File: src/rtl/control_sequencer.sv
// Timing and control unit of the basic accumulator CPU: sequence counter, indirect and run flags,
// decoding {S, SC, I, IR} into register-file strobes, bus select, ALU op and memory read/write.
module control_sequencer #(
  parameter int unsigned ADDR_W       = 12,
  parameter int unsigned DATA_W       = 16,
  parameter bit          RUN_ON_RESET = 1'b0
) (
  input  logic              clk,
  input  logic              rst_n,
  input  logic              start,
  input  logic [DATA_W-1:0] ir,
  input  logic              ac_zero,
  input  logic              ac_sign,
  input  logic              dr_zero,
  output logic              load_PC,
  output logic              load_AR,
  output logic              load_IR,
  output logic              load_DR,
  output logic              load_AC,
  output logic              increment_PC,
  output logic              increment_AR,
  output logic              increment_DR,
  output logic              increment_AC,
  output logic              clear_AC,
  output logic [2:0]        bus_sel,
  output logic [1:0]        alu_op,
  output logic              mem_rd,
  output logic              mem_wr,
  output logic              running,
  output logic [2:0]        sc
);

  localparam logic [2:0] BUS_AR  = 3'd1;
  localparam logic [2:0] BUS_PC  = 3'd2;
  localparam logic [2:0] BUS_DR  = 3'd3;
  localparam logic [2:0] BUS_AC  = 3'd4;
  localparam logic [2:0] BUS_IR  = 3'd5;
  localparam logic [2:0] BUS_MEM = 3'd7;

  logic [2:0] sc_q, sc_d;
  logic       i_q, i_d;
  logic       s_q, s_d;
  logic [2:0] op_d;
  logic       skip;
  logic       unused_ir;

  assign op_d      = ir[ADDR_W+2:ADDR_W];
  assign skip      = (ir[4] & ~ac_sign) | (ir[3] & ac_sign) | (ir[2] & ac_zero);
  assign unused_ir = ^{ir[10], ir[8:6], ir[1]};
  assign running   = s_q;
  assign sc        = sc_q;

  always_ff @(posedge clk or negedge rst_n) begin
    if (!rst_n) begin
      sc_q <= 3'd0;
      i_q  <= 1'b0;
      s_q  <= RUN_ON_RESET;
    end else begin
      sc_q <= sc_d;
      i_q  <= i_d;
      s_q  <= s_d;
    end
  end

  // start is a level sampled only while idle; the first cycle after S rises is T0.
  always_comb begin
    sc_d = sc_q;
    i_d  = i_q;
    s_d  = s_q;
    if (!s_q) begin
      sc_d = 3'd0;
      if (start) s_d = 1'b1;
    end else begin
      sc_d = (sc_q == 3'd6) ? 3'd0 : sc_q + 3'd1;
      case (sc_q)
        3'd2: i_d = ir[DATA_W-1];
        3'd3: if (op_d == 3'd7) begin
          sc_d = 3'd0;
          if (!i_q && ir[0]) s_d = 1'b0;
        end
        3'd4: if (op_d == 3'd3 || op_d == 3'd4) sc_d = 3'd0;
        3'd5: if (op_d != 3'd6) sc_d = 3'd0;
        default: ;
      endcase
    end
  end

  always_comb begin
    load_PC      = 1'b0;
    load_AR      = 1'b0;
    load_IR      = 1'b0;
    load_DR      = 1'b0;
    load_AC      = 1'b0;
    increment_PC = 1'b0;
    increment_AR = 1'b0;
    increment_DR = 1'b0;
    increment_AC = 1'b0;
    clear_AC     = 1'b0;
    bus_sel      = 3'd0;
    alu_op       = 2'd0;
    mem_rd       = 1'b0;
    mem_wr       = 1'b0;
    if (s_q) begin
      case (sc_q)
        3'd0: begin bus_sel = BUS_PC; load_AR = 1'b1; end
        3'd1: begin mem_rd = 1'b1; bus_sel = BUS_MEM; load_IR = 1'b1; increment_PC = 1'b1; end
        3'd2: begin bus_sel = BUS_IR; load_AR = 1'b1; end
        3'd3: begin
          if (op_d != 3'd7) begin
            if (i_q) begin mem_rd = 1'b1; bus_sel = BUS_MEM; load_AR = 1'b1; end
          end else if (!i_q) begin
            // Only one AC action per cycle: CLA wins over CMA, CMA over INC.
            if (ir[11])     clear_AC = 1'b1;
            else if (ir[9]) begin load_AC = 1'b1; alu_op = 2'd3; end
            else if (ir[5]) increment_AC = 1'b1;
            increment_PC = skip;
          end
        end
        3'd4: case (op_d)
          3'd0, 3'd1, 3'd2, 3'd6: begin mem_rd = 1'b1; bus_sel = BUS_MEM; load_DR = 1'b1; end
          3'd3: begin bus_sel = BUS_AC; mem_wr = 1'b1; end
          3'd4: begin bus_sel = BUS_AR; load_PC = 1'b1; end
          3'd5: begin bus_sel = BUS_PC; mem_wr = 1'b1; increment_AR = 1'b1; end
          default: ;
        endcase
        3'd5: case (op_d)
          3'd0: begin load_AC = 1'b1; alu_op = 2'd1; end
          3'd1: begin load_AC = 1'b1; alu_op = 2'd2; end
          3'd2: begin load_AC = 1'b1; alu_op = 2'd0; end
          3'd5: begin bus_sel = BUS_AR; load_PC = 1'b1; end
          3'd6: increment_DR = 1'b1;
          default: ;
        endcase
        3'd6: begin bus_sel = BUS_DR; mem_wr = 1'b1; increment_PC = dr_zero; end
        default: ;
      endcase
    end
  end

endmodule

File: config.mk
export PLATFORM = sky130hd
export DESIGN_NAME = control_sequencer
export DESIGN_NICKNAME = d
export VERILOG_FILES = /design/src/rtl/control_sequencer.sv
export SDC_FILE = /design/constraint.sdc
export NUM_CORES = 1
export LEC_CHECK = 0
export CORE_MARGIN = 4
export CORE_UTILIZATION = 36
export DETAILED_ROUTE_END_ITERATION = 6
export PLACE_DENSITY = 0.81
export SETUP_SLACK_MARGIN = 0.15
export SLEW_MARGIN = 15
export SYNTH_ARGS = -nofsm -noshare
export SYNTH_HDL_FRONTEND = slang
export SYNTH_SLANG_ARGS = --single-unit
File: constraint.sdc
create_clock -name clk -period 2.2 [get_ports clk]
set_input_delay 0.33 -clock clk [delete_from_list [all_inputs] [get_ports clk]]
set_output_delay 0.33 -clock clk [all_outputs]
set_load 0.01 [all_outputs]
# --- Word-level counts from Yosys, hierarchy flattened ---
# Cells that the tools add are included.
classes:
  bitwise: 6
  magnitude_cmp: 0
  n_reduce_logical: 10
  addsub: 1
  mux: 70
  n_mul: 0
  eq_ne: 15
  div: 0
  shift: 0
op_table:
  columns: ["op", "count"]
  rows:
  - ["$mux 1", 46]
  - ["$mux 3", 8]
  - ["$eq 3x3->1 const B", 7]
  - ["$pmux 3 s7", 1]
  - ["$eq 3x2->1 const B", 4]
  - ["$pmux 3 s4", 1]
  - ["$mux 2", 5]
  - ["$pmux 3 s3", 1]
  - ["$pmux 1 s2", 4]
  - ["$pmux 2 s2", 2]
  - ["$eq 3x1->1 const B", 2]
  - ["$logic_not 3->1", 2]
  - ["$ne 3x3->1 const B", 2]
  - ["$pmux 1 s3", 2]
  - ["$reduce_or 2->1", 2]
  - ["$reduce_or 4->1", 1]
  - ["$add 3x1->3 const B", 1]
  - ["$and 1x1->1", 3]
  - ["$reduce_or 3->1", 1]
  - ["$or 1x1->1", 2]
  - ["$reduce_and 2->1", 1]
  - ["$logic_and 1x1->1", 1]
  - ["$logic_not 1->1", 1]
  - ["$logic_or 1x1->1", 1]
  - ["$not 1->1", 1]
word_totals:
  mem_bits_ro: 0
  reg_bits: 5
  memories: 0
  out_inout_bits: 21
  ram_bits: 0
  latch_bits: 0

# --- Longest topological paths before layout ---
logic_depth:
  ltp_word: 8
  mapped_depth: 8
  depth_no_buf: 7

# --- Least setup slack after synthesis ---
# OpenSTA, ideal clock, no wires.
synth_timing:
  path_type: "register to output"
  startpoint: "reg sc_q[0], in the netlist sc[0]"
  endpoint: "out alu_op[0]"
  t_required_ps: 1870
  path_slack_ps: 232
  path_buffers: 1
  t_arrival_ps: 1638
  path_stages_with_launch: 9
  cell_sequence: "dfrtp_1 -> buf_2 -> nand2_1 -> inv_1 -> ha_1 -> nand4_1 -> nor2_1 -> nand3b_1 -> a21oi_1"
synth_via:
  elab_chain_len: 3
  word_cells_on_any_way: 4
  classes_between: "eq/ne (2); mux (2)"
synth_rtl:
  columns: ["element", "line_no", "text"]
  rows:
  - ["start: declaration", "40", "logic [2:0] sc_q, sc_d;"]
  - ["start signal: assignment", "55", "sc_q <= 3'd0;"]
  - ["start signal: assignment", "59", "sc_q <= sc_d;"]
  - ["$eq 3x3->1 or $eq 3x2->1 (tied branches)", "104", "case (sc_q)"]
  - ["$pmux 2 s2 *", "104", null]
  - ["$mux 2 *", "103", "if (s_q) begin"]
  - ["end: declaration", "26", "output logic [1:0] alu_op,"]
# Mark *: on every way between the ends. The rest lies on a longest branch, timed or not.

# --- Worst setup path after layout ---
layout_timing:
  startpoint: "reg sc_q[0], in the netlist sc[0]"
  endpoint: "out alu_op[1]"
# Same word-level chain as after synthesis.

==> flow_summary.json <==
{
  "finalSetupViolations": 0,
  "power_per_cell_area_mw_per_mm2": 1048,
  "syn_nets": 124,
  "critPathRequiredTime_ps": 1870,
  "num-fill-cells": 151,
  "path_cells": "nand2_2 -> inv_2 -> ha_4 -> nand4_1 -> nor2_4 -> buf_6 -> nand3b_1 -> a21oi_2 -> buf_2",
  "crit_arrival_ps": 1810,
  "postPlaceCellArea_sq_mm": 0.001207,
  "netSwitchingFraction_pct": 46.12,
  "outcome": "completed",
  "fin_setup_tns_ps": 0,
  "multi_input_area_sq_um": 596.8,
  "grt_pass1_vias": 934,
  "final_area_sq_mm": 0.001323,
  "portBuffers": 37,
  "design.core.area_sq_mm": 0.001764,
  "report.final.slew_viol_count": 0,
  "gp_congestion": 0.8338,
  "ir_worst_vdd_uv": 986.8,
  "relSlewSlack_pct": 77.07,
  "die_h_um": 51.60,
  "hold_viol_final": 0,
  "antenna_found_initial": 0,
  "skew_ps": 5.197,
  "syn_avg_cell_area_sq_um": 6.776,
  "fp-row-count": 15,
  "critPathLaunchType": "flip-flop",
  "finalCritPeriodShare_pct": 97.47,
  "drc": 0,
  "p_sw_uw": 639.0,
  "track_usage_pct": 20.99,
  "rsz0062_at_grt": "yes",
  "synth-edff-count": 0,
  "max_freq_mhz": 466.3,
  "pre_cts_ws_ps": -354.7,
  "pwr-share-seq_pct": 12.2,
  "combPwrFrac_pct": 80.2,
  "synthArstFlopShare_pct": 100.0,
  "critPathSlowestCell": "dfrtp_1",
  "fin_cells": 189,
  "clockBufferDepth": 2,
  "drt_pass1_iterations": 4,
  "syn_area_sq_um": 684.4,
  "clock_sinks": 5,
  "clkTransAtPathRegs_ps": 40,
  "gr-total-overflow": 0,
  "grt_max_degree": 15,
  "initial_core_util_pct": 38.79,
  "layout-drive-gt1-share_pct": 39.02,
  "ant_nets": 0,
  "final.min_clock_period_ps": 2144,
  "clockRootBuffer": "clkbuf_4",
  "num_vias": 992,
  "drt-initial-drc-count": 20,
  "worstMarginPinSlew_ps": 340.3,
  "drv_cap": 0,
  "ys.flop_type": "dfrtp_1",
  "synthCells": 101,
  "grt_pass1_wl_um": 4312,
  "crit_fanout": 3,
  "clock_latency_ps": 240,
  "die_w_um": 51.60,
  "power.leakage_uw": 0.0006102,
  "cts_max_level": 1,
  "max_stage_delay_ps": 360,
  "dp_hpwl_um": 1907,
  "yosysWarningCount": 0,
  "yosys-top-cells-area": "dfrtp_1 18%, nor2_1 8.2%, a21oi_1 6.6%, o21a_1 5.5%, nand2_1 4.9%",
  "register_area_sq_um": 125.1,
  "setup_slack_ps": 55.61,
  "numCtsBuffers": 3,
  "die_area_sq_mm": 0.002663,
  "via_per_inst": 5.249,
  "antenna_cells": 0,
  "worst_hold_path_type": "in -> async",
  "wire_per_inst_um": 14.67,
  "synth_top_area_share_pct": 18.28,
  "ioPinCount": 43,
  "clkPwrFrac_pct": 7.7,
  "synth_top_area_cell": "dfrtp_1",
  "synth-seq-cells": 5,
  "yosysSeqAreaShare_pct": 18.28,
  "synthToLayoutAreaGrowth_pct": 93.24,
  "cts_tree": "built",
  "p_int_uw": 746.5,
  "critPathKind": "reg -> out",
  "worst_setup_path_end_kind": "primary output",
  "fin_nets": 188,
  "totalWireLength_um": 2772,
  "place_inst": 177,
  "synth_cell_type_count": 36
}
[stage by stage]
stage | hold WS, ps | util [%] | power (uW)
global route | 296.2 | 74.96 | 1496
floorplan | 34.41 | - | 718.8
detailed placement | 531.3 | 68.44 | 1202
global placement | 529.6 | 68.44 | 1187
finish | 301.1 | 74.96 | 1386
CTS | 296.5 | 72.98 | 1308
[flip-flops by register name (all words and copies together), names as in the netlist]
name     flops
sc           3
i_q          1
running      1
[worst max-delay path, delay by kind of cell (launching register included)]
kind | cells | cell delay (ps)
adder cells (fa/ha/maj) | 1 | 130
AND/OR/NAND/NOR | 4 | 570
flip-flops | 1 | 360
buffers and inverters | 3 | 330
AO/OA/AOI/OAI | 1 | 190
[kinds of logic after synthesis]
kind of cell               count (synthesis)  share of synthesized area, %
muxes                                      1                         1.645
adders and majority gates                  1                         1.828
and+or+nand+nor                           50                         37.48
xor gates and xnor gates                   3                         3.840
DFF                                        5                         18.28
AOI/OAI and AO/OA                         31                         29.98
buffers and inverters                     10                         6.946
[cell type report]
cell class                      instances  share of cell area (%)
Multi-Input combinational cell         86                   45.13
Timing Repair Buffer                   66                   40.21
Sequential cell                         5                   9.461
Tap cell                               25                   2.365
Clock buffer                            4                   1.987
Inverter                                3                  0.8515
[synthesized netlist by cell type (4+ instances only)]
| cell type | n |
|---|---|
| o21a_1 | 5 |
| nor2b_1 | 4 |
| nand2b_1 | 4 |
| o21ai_0 | 4 |
| nand2_1 | 9 |
| a31oi_1 | 4 |
| buf_2 | 5 |
| dfrtp_1 | 5 |
| nor2_1 | 15 |
| a21oi_1 | 9 |
| nor3_1 | 5 |
[power by group through the flow]
| stage | sequential (uW) | combinational (uW) | clock [uW] |
|---|---|---|---|
| after floorplan | 177 | 542 | 0 |
| after global routing | 173 | 1200 | 121 |
| after detailed placement | 152 | 1050 | 0 |
| final | 169 | 1110 | 106 |
| after CTS | 161 | 1040 | 113 |
| after global placement | 151 | 1040 | 0 |
[path summary, 6_finish.rpt]
check	start	end	slack, ps	depth (start not counted)
min in group clk	ir[0]	running$_DFF_PN0_	670	2
hold / removal	rst_n	i_q$_DFFE_PN0P_	300	1
hold reg to reg	i_q$_DFFE_PN0P_	i_q$_DFFE_PN0P_	700	1
setup / recovery	sc[0]$_DFF_PN0_	alu_op[1]	60	9
setup reg to reg	sc[0]$_DFF_PN0_	sc[1]$_DFF_PN0_	410	9
max in group asynchronous	rst_n	sc[1]$_DFF_PN0_	1710	1
[repair_timing]
action                     in CTS  in global routing
setup buffers                   4                  4
setup endpoints to repair      17                 14
hold buffers                    0                  0
pin swaps                       4                 11
gates resized for setup        62                 19
[per-layer routing]
layer	up-vias	global-route usage [%]	wire [um]
li1	492	-	-
met1	468	27.15	1144
met4	0	6.550	29
met5	-	0	0
met2	28	36.65	1495
met3	4	1.719	103
[cell usage in the layout (no fill, tap or decap), drive strengths merged, types with 2 or more instances in the layout]
cell and n:
nor2 15, a31oi 4, clkbuf 7, nor3 5
and3 2, nand2 9, xor2 2, nand3b 2
clkdlybuf4s50 17, o21a 5, inv 3, nand2b 5
a21boi 2, or2 2, o21ai 4, nor2b 4
dfrtp 5, dlygate4sd2 6, and4 2, a21oi 9
o32a 2, buf 39
No activity file was read; power rests on OpenSTA's default activity.
